--- src/rtl/snoop_pkg.sv ---
// Shared types and helpers for the snoop port.
// Also used by the snoopable FIFO for its entry width.
package snoop_pkg;

   localparam int SNOOP_DATA_W = 10;

   typedef enum logic [1:0] {
      S_IDLE    = 2'd0,
      S_SNOOP   = 2'd1,
      S_BACKOFF = 2'd2,
      S_RESP    = 2'd3
   } snoop_state_t;

   // Smallest width that can hold v; never less than 1.
   function automatic int cnt_bits(input int v);
      int n;
      n = 1;
      while ((1 << n) <= v) n++;
      return n;
   endfunction

endpackage

--- src/rtl/snoop_backoff_timer.sv ---
// Down-counter that paces re-snoops.
// Load sets the count; decrement runs to zero and holds there.
module snoop_backoff_timer #(
   parameter int W = 3
) (
   input  logic         clk,
   input  logic         rstn,
   input  logic         i_load,
   input  logic [W-1:0] i_load_val,
   input  logic         i_dec,
   output logic         o_zero
);

   logic [W-1:0] r_cnt;

   // Load has priority; decrement stops at zero.
   always_ff @(posedge clk or negedge rstn) begin
      if (!rstn) begin
         r_cnt <= '0;
      end else if (i_load) begin
         r_cnt <= i_load_val;
      end else if (i_dec && (r_cnt != '0)) begin
         r_cnt <= r_cnt - W'(1);
      end
   end

   assign o_zero = (r_cnt == '0);

endmodule

--- src/rtl/snoop_requester.sv ---
// Snoop initiator: probes the FIFO, backs off and retries
// while the value is still queued, then reports hit status.
module snoop_requester
   import snoop_pkg::*;
#(
   parameter int DATA_W    = SNOOP_DATA_W,
   parameter int BACKOFF   = 4,
   parameter int MAX_RETRY = 7,
   parameter int RETRY_W   = cnt_bits(MAX_RETRY)
) (
   input  logic               clk,
   input  logic               rstn,
   input  logic [DATA_W-1:0]  req_data,
   input  logic               req_valid,
   output logic               req_ready,
   output logic [DATA_W-1:0]  sdata,
   output logic               svalid,
   input  logic               smatch,
   output logic [DATA_W-1:0]  rsp_data,
   output logic               rsp_hit,
   output logic [RETRY_W-1:0] rsp_retries,
   output logic               rsp_valid,
   input  logic               rsp_ready
);

   localparam logic [RETRY_W-1:0] RETRY_MAX = RETRY_W'(MAX_RETRY);

   snoop_state_t       r_state;
   logic [DATA_W-1:0]  r_sdata;
   logic [RETRY_W-1:0] r_retry;
   logic [DATA_W-1:0]  r_rsp_data;
   logic               r_rsp_hit;
   logic [RETRY_W-1:0] r_rsp_retries;
   logic               w_bo_zero;

   generate
      if (BACKOFF > 0) begin : g_timer
         localparam int BO_W = cnt_bits(BACKOFF);
         localparam logic [BO_W-1:0] BO_LOAD = BO_W'(BACKOFF - 1);

         logic w_bo_load;
         logic w_bo_dec;

         // Arm the timer on every match that will be retried.
         assign w_bo_load = (r_state == S_SNOOP) && smatch &&
                            (r_retry != RETRY_MAX);
         assign w_bo_dec  = (r_state == S_BACKOFF);

         snoop_backoff_timer #(
            .W (BO_W)
         ) u_timer (
            .clk        (clk),
            .rstn       (rstn),
            .i_load     (w_bo_load),
            .i_load_val (BO_LOAD),
            .i_dec      (w_bo_dec),
            .o_zero     (w_bo_zero)
         );
      end else begin : g_no_timer
         assign w_bo_zero = 1'b1;
      end
   endgenerate

   // Request/snoop/backoff/response sequencing and data capture.
   always_ff @(posedge clk or negedge rstn) begin
      if (!rstn) begin
         r_state       <= S_IDLE;
         r_sdata       <= '0;
         r_retry       <= '0;
         r_rsp_data    <= '0;
         r_rsp_hit     <= 1'b0;
         r_rsp_retries <= '0;
      end else begin
         unique case (r_state)
            S_IDLE: begin
               if (req_valid) begin
                  r_sdata <= req_data;
                  r_retry <= '0;
                  r_state <= S_SNOOP;
               end
            end
            S_SNOOP: begin
               if (!smatch || (r_retry == RETRY_MAX)) begin
                  r_rsp_data    <= r_sdata;
                  r_rsp_hit     <= smatch;
                  r_rsp_retries <= r_retry;
                  r_state       <= S_RESP;
               end else begin
                  r_retry <= r_retry + RETRY_W'(1);
                  r_state <= (BACKOFF == 0) ? S_SNOOP : S_BACKOFF;
               end
            end
            S_BACKOFF: begin
               if (w_bo_zero) begin
                  r_state <= S_SNOOP;
               end
            end
            S_RESP: begin
               if (rsp_ready) begin
                  r_state <= S_IDLE;
               end
            end
         endcase
      end
   end

   assign req_ready   = (r_state == S_IDLE);
   assign svalid      = (r_state == S_SNOOP);
   assign rsp_valid   = (r_state == S_RESP);
   assign sdata       = r_sdata;
   assign rsp_data    = r_rsp_data;
   assign rsp_hit     = r_rsp_hit;
   assign rsp_retries = r_rsp_retries;

endmodule

--- config.mk ---
export PLATFORM = sky130hd
export DESIGN_NAME = snoop_requester
export DESIGN_NICKNAME = d
export VERILOG_FILES = /design/src/rtl/snoop_pkg.sv /design/src/rtl/snoop_backoff_timer.sv /design/src/rtl/snoop_requester.sv
export SDC_FILE = /design/constraint.sdc
export NUM_CORES = 1
export LEC_CHECK = 0
export CAP_MARGIN = 0
export CORE_MARGIN = 5
export CORE_UTILIZATION = 42
export DETAILED_ROUTE_END_ITERATION = 12
export GPL_TIMING_DRIVEN = 0
export PLACE_DENSITY = 0.75
export SKIP_CTS_REPAIR_TIMING = 1
export SYNTH_ARGS = -nofsm -noshare
export SYNTH_HDL_FRONTEND = slang
export SYNTH_SLANG_ARGS = --single-unit
export TNS_END_PERCENT = 30
--- constraint.sdc ---
create_clock -name clk -period 1.61 [get_ports clk]
set_clock_uncertainty 0.05 [all_clocks]
set_input_delay 0.2415 -clock clk [delete_from_list [all_inputs] [get_ports clk]]
set_output_delay 0.2415 -clock clk [all_outputs]
set_load 0.03 [all_outputs]
# Word-level counts from Yosys, hierarchy flattened
# Cells that the tools add are included.
[word_totals] output_inout_bits=27 regBits=32 wordCells=42 input_bits=15
[op_classes] n_mux=10 eq_ne=9 reduce_logical=14 addsub=2
[op_table] cell="3-bit two-way mux" count=4
[op_table] cell="2-bit one-hot mux with 4 select lines" count=1
[op_table] cell="2-bit two-way mux" count=3
[op_table] cell="2-bit != test, second input constant" count=3
[op_table] cell="3-bit one-hot mux with 2 select lines" count=1
[op_table] cell="3-bit AND reduction" count=2
[op_table] cell="2-bit == test, second input constant" count=2
[op_table] cell="2-bit AND reduction" count=2
[op_table] cell="2-bit nonzero test" count=2
[op_table] cell="3-bit by 1-bit adder with 3-bit output, second input constant" count=1
[op_table] cell="3-bit == test, second input constant" count=1
[op_table] cell="1-bit logical AND" count=3
[op_table] cell="3-bit logical NOT" count=1
[op_table] cell="3-bit != test, second input constant" count=1
[op_table] cell="3-bit nonzero test" count=1
[op_table] cell="3-bit by 1-bit subtractor with 3-bit output, second input constant" count=1
[op_table] cell="2-bit by 1-bit == test with 1-bit output, second input constant" count=1
[op_table] cell="2-bit logical NOT" count=1
[op_table] cell="2-bit by 1-bit != test with 1-bit output, second input constant" count=1
[op_table] cell="1-bit logical NOT" count=1
[op_table] cell="1-bit logical OR" count=1
[op_table] cell="1-bit two-way mux" count=1

# Depth between registers and ports, before layout
[depth] depth_word=4 mapped_depth=6 mapped_depth_nobuf=5

# Modules after synthesis
# Synthesis repeated with hierarchy kept, for this count alone.
[hier_totals] cells_unflattened=100 area_unflattened_um2=1445.1
[modules_own_cells] module="snoop_requester" seq_area_each_um2=725.7 cells_each=81 area_per_inst_um2=1237.4 n_inst=1
[modules_own_cells] module="snoop_backoff_timer" seq_area_each_um2=75.1 cells_each=19 area_per_inst_um2=207.7 n_inst=1

# Worst setup path after synthesis
# No wires, ideal clock.
[synth_timing] path_type="register to register" start="register r_retry[0]" end="register r_rsp_data[0], in the netlist rsp_data[0]" setup_ns=0.125 t_required_ns=1.435 stages_incl_launch_ff=7 setup_slack_ns=-0.070 arrival_ns=1.505 path_cell_list="dfrtp_1 ha_1 ha_1 nand2b_1 and2_4 buf_12 mux2_4"
[synth_between] elab_chain_cells=3
[synth_lines] item="from (decl)" line="snoop_requester.sv:30" rtl="logic [RETRY_W-1:0] r_retry;"
[synth_lines] item="from (signal assigned)" line="snoop_requester.sv:89" rtl="r_retry <= r_retry + RETRY_W'(1);"
[synth_lines] item="3-bit == test" line="snoop_requester.sv:83" rtl="if (!smatch || (r_retry == RETRY_MAX)) begin"
[synth_lines] item="1-bit logical OR" line="snoop_requester.sv:83"
[synth_lines] item="2-bit AND reduction (no source line)"
[synth_lines] item="to (signal assigned)" line="snoop_requester.sv:84" rtl="r_rsp_data <= r_sdata;"
[synth_lines] item="to (decl)" line="snoop_requester.sv:31" rtl="logic [DATA_W-1:0] r_rsp_data;"
# No other way between the ends.
# A chain may end at the register's enable or synchronous reset.

# Worst setup path in the final report
[layout_timing] start="register r_retry[0]" end="register r_rsp_data[6], in the netlist rsp_data[6]"
# Same word-level chain as after synthesis.

==> results <==
==> cell type report <==
cell class	instances	share of cell area, %
clock inverter	1	1.424
tap	46	2.730
clock buffer	7	3.086
buffer	4	2.196
inverter	5	0.8902
timing repair buffer	44	23.26
sequential	32	37.98
multi-input combinational	57	28.43
==> routing by layer <==
metal	vias to the layer above	wire length (um)	global-route usage [%]
met4	0	51	5.211
met2	26	1546	21.69
met1	473	1215	16.96
met3	5	121	3.079
li1	442	-	-
met5	-	0	0
==> where the power goes <==
group | total [mW] | switching (mW) | leakage (nW) | internal (mW)
registers | 1.42 | 0.236 | 0.392 | 1.19
logic | 2.41 | 1.24 | 0.760 | 1.17
clock network | 0.677 | 0.265 | 0.0515 | 0.412
total | 4.51 | 1.74 | 1.20 | 2.77
==> sequential cells by signal (all words and copies together), names as in the netlist <==
signal / flops
r_state: 2
g_timer.u_timer.r_cnt: 3
sdata: 10
r_retry: 3
rsp_hit: 1
rsp_retries: 3
rsp_data: 10
==> critical path, stage by stage, from the launching register on <==
cell and delay (ns):
dfrtp_1 0.42, ha_2 0.20, ha_4 0.16, nand2b_4 0.13, and2_4 0.18, buf_12 0.15, mux2_4 0.30
==> cells by family (layout without fill, tap and decap cells) <==
family / after synthesis / count (layout) / share of synthesized area, %
flops: 32 / 32 / 55.60
mux: 27 / 27 / 24.59
simple gates: 20 / 20 / 9.470
buf+inv: 9 / 61 / 4.518
compound gates: 6 / 6 / 2.346
fa+ha+maj: 4 / 4 / 3.475
==> Yosys cell counts (all sizes together) <==
master    n
a21oi     2
a22o      1
and2      2
and4bb    1
buf       4
dfrtp    32
ha        4
inv       5
mux2     24
mux2i     2
mux4      1
nand2     4
nand2b    2
nand3     2
nand4bb   1
nor2      2
nor2b     2
nor3b     2
o21ai     3
or3       2
==> cell usage in the layout, fill, tap and decap left out, types with 2 or more instances in the layout <==
cell,instances
ha_1,2
or3_1,2
dlymetal6s2s_1,26
mux2_2,14
inv_1,5
buf_4,4
nand3_1,2
mux2i_1,2
clkbuf_4,5
mux2_4,10
dfrtp_1,32
a21oi_1,2
nand2_1,4
o21ai_0,3
clkdlybuf4s50_1,13
clkbuf_8,2
==> stage by stage <==
stage	area [sq um]	worst slack [ns]	power [mW]
after floorplan	1463	-0.001171	2.991
after global placement	1931	-0.3389	3.825
after detailed placement	1926	-0.09479	3.915
after CTS	2021	-0.4037	4.600
after global routing	2108	-0.1277	4.786
final	2108	-0.08933	4.510
==> worst paths after layout <==
path / to / slack [ns]
setup / recovery: rsp_data[6] / -0.09
hold / removal: r_retry[1] / 0.45
setup reg to reg: rsp_data[6] / -0.09
hold reg to reg: g_timer.u_timer.r_cnt[2] / 0.45
max in group asynchronous: sdata[7] / 0.63
min in group clk: g_timer.u_timer.r_cnt[2] / 0.45
==> results by group <==
Setup path
  – CP Max Fanout: 10
  – R2R depth: 6
  – Worst setup startpoint: r_retry[0]
  – Critical path capture point type: register
  – Setup Crit Path Kind: register to register
  – Critical path data arrival time: 1.85 ns
  – Crit path launch type: register
  – FF-to-FF Start: r_retry[0]
  – Critical Path RT: 1.77 ns

Hold path
  – Hold Path Class: input pin to asynchronous set/reset pin

Routing
  – Routed vias/inst: 4.827
  – 1st-iter DRT viols: 24
  – Wire per inst: 14.97 um
  – Detailed Route WL: 2935 um
  – Pre-Repair DR Iteration Count: 4
  – Residual DRC count: 0
  – Antenna-violating nets left: 0
  – Total number of vias: 946

Synth
  – Syn. warnings: 0
  – Register area share after synthesis: 55.60%
  – Cell taking the most area after synthesis: dfrtp_1
  – Netlist cell types: 26
  – Dominant cells by area after synthesis: dfrtp_1 (56%), mux2_2 (11%), mux2_4 (10%)
  – Cells after Synth: 98
  – Count of state elements after synthesis: 32
  – Cell area after synthesis: 1440 sq um
  – Mapped Nets: 117
  – Top cell type's share of synthesized area: 55.60%
  – Avg Cell Area, Syn: 14.70 sq um

Timing
  – Worst hold slack: 0.4490 ns
  – Setup Viol. Count Final: 11
  – Rel. slew slack: 54.97%
  – Final Max Tran Viols: 0
  – RSZ-0062 raised after global routing: yes
  – Sum Neg Setup Slack: -0.8424 ns
  – Fmax: 0.5885 GHz
  – Final hold violations: 0
  – Minimum clock period: 1.699 ns
  – Fin crit share: 105.5%
  – Setup ws final: -0.08933 ns
  – Tightest Pin Transition: 0.6754 ns

Clock tree
  – Max Root-Sink Buffers: 2
  – Clock sinks: 32
  – CTS Buf Count: 5
  – Worst-path clk slew: 0.10 ns
  – Latest clock arrival within the worst-skew pair: 0.32 ns
  – TritonCTS clock tree: yes
  – CTS root buf: clkbuf_4
  – H-tree Lvls: 2

Global route
  – Vias in the first global route: 957
  – Antenna violations before repair: 0
  – Largest net degree at the start of global routing: 33
  – Total track usage: 13.27%
  – Grt ovf: 0
  – First-pass GRT wire length: 4540 um

Placement
  – Routability Congestion: 0.7183
  – Post-DP HPWL: 2116 um
  – Input/output buffers: 41
  – Placed cells: 185

Run status
  – Status: finished with violations
  – Failing checks: negative setup slack

Final layout
  – Non-filler cells, final: 196
  – Share of cells above drive strength 1: 32.00%
  – Area occupied by multi-input gates: 599.3 sq um
  – Storage cell area: 800.8 sq um
  – Nets: 168
  – Area delta synth->final: 46.39%
  – Util after Layout: 63.18%
  – Fillers: 278
  – Antenna fix cells: 0

Floorplanning
  – Die width: 68.56 um
  – Row count: 21
  – Io pins: 42
  – Area of the core: 3337 sq um
  – Die H: 68.56 um
  – Initial core utilization: 43.16%
  – Die ar.: 4700 sq um

Pwr
  – Maximum VDD drop: 0.8753 mV
  – P_leak: 1.203 nW
  – PD cells: 2139 nW/um^2

Job
  – Max cap viols: 0
(Power assumes the default switching activity.)
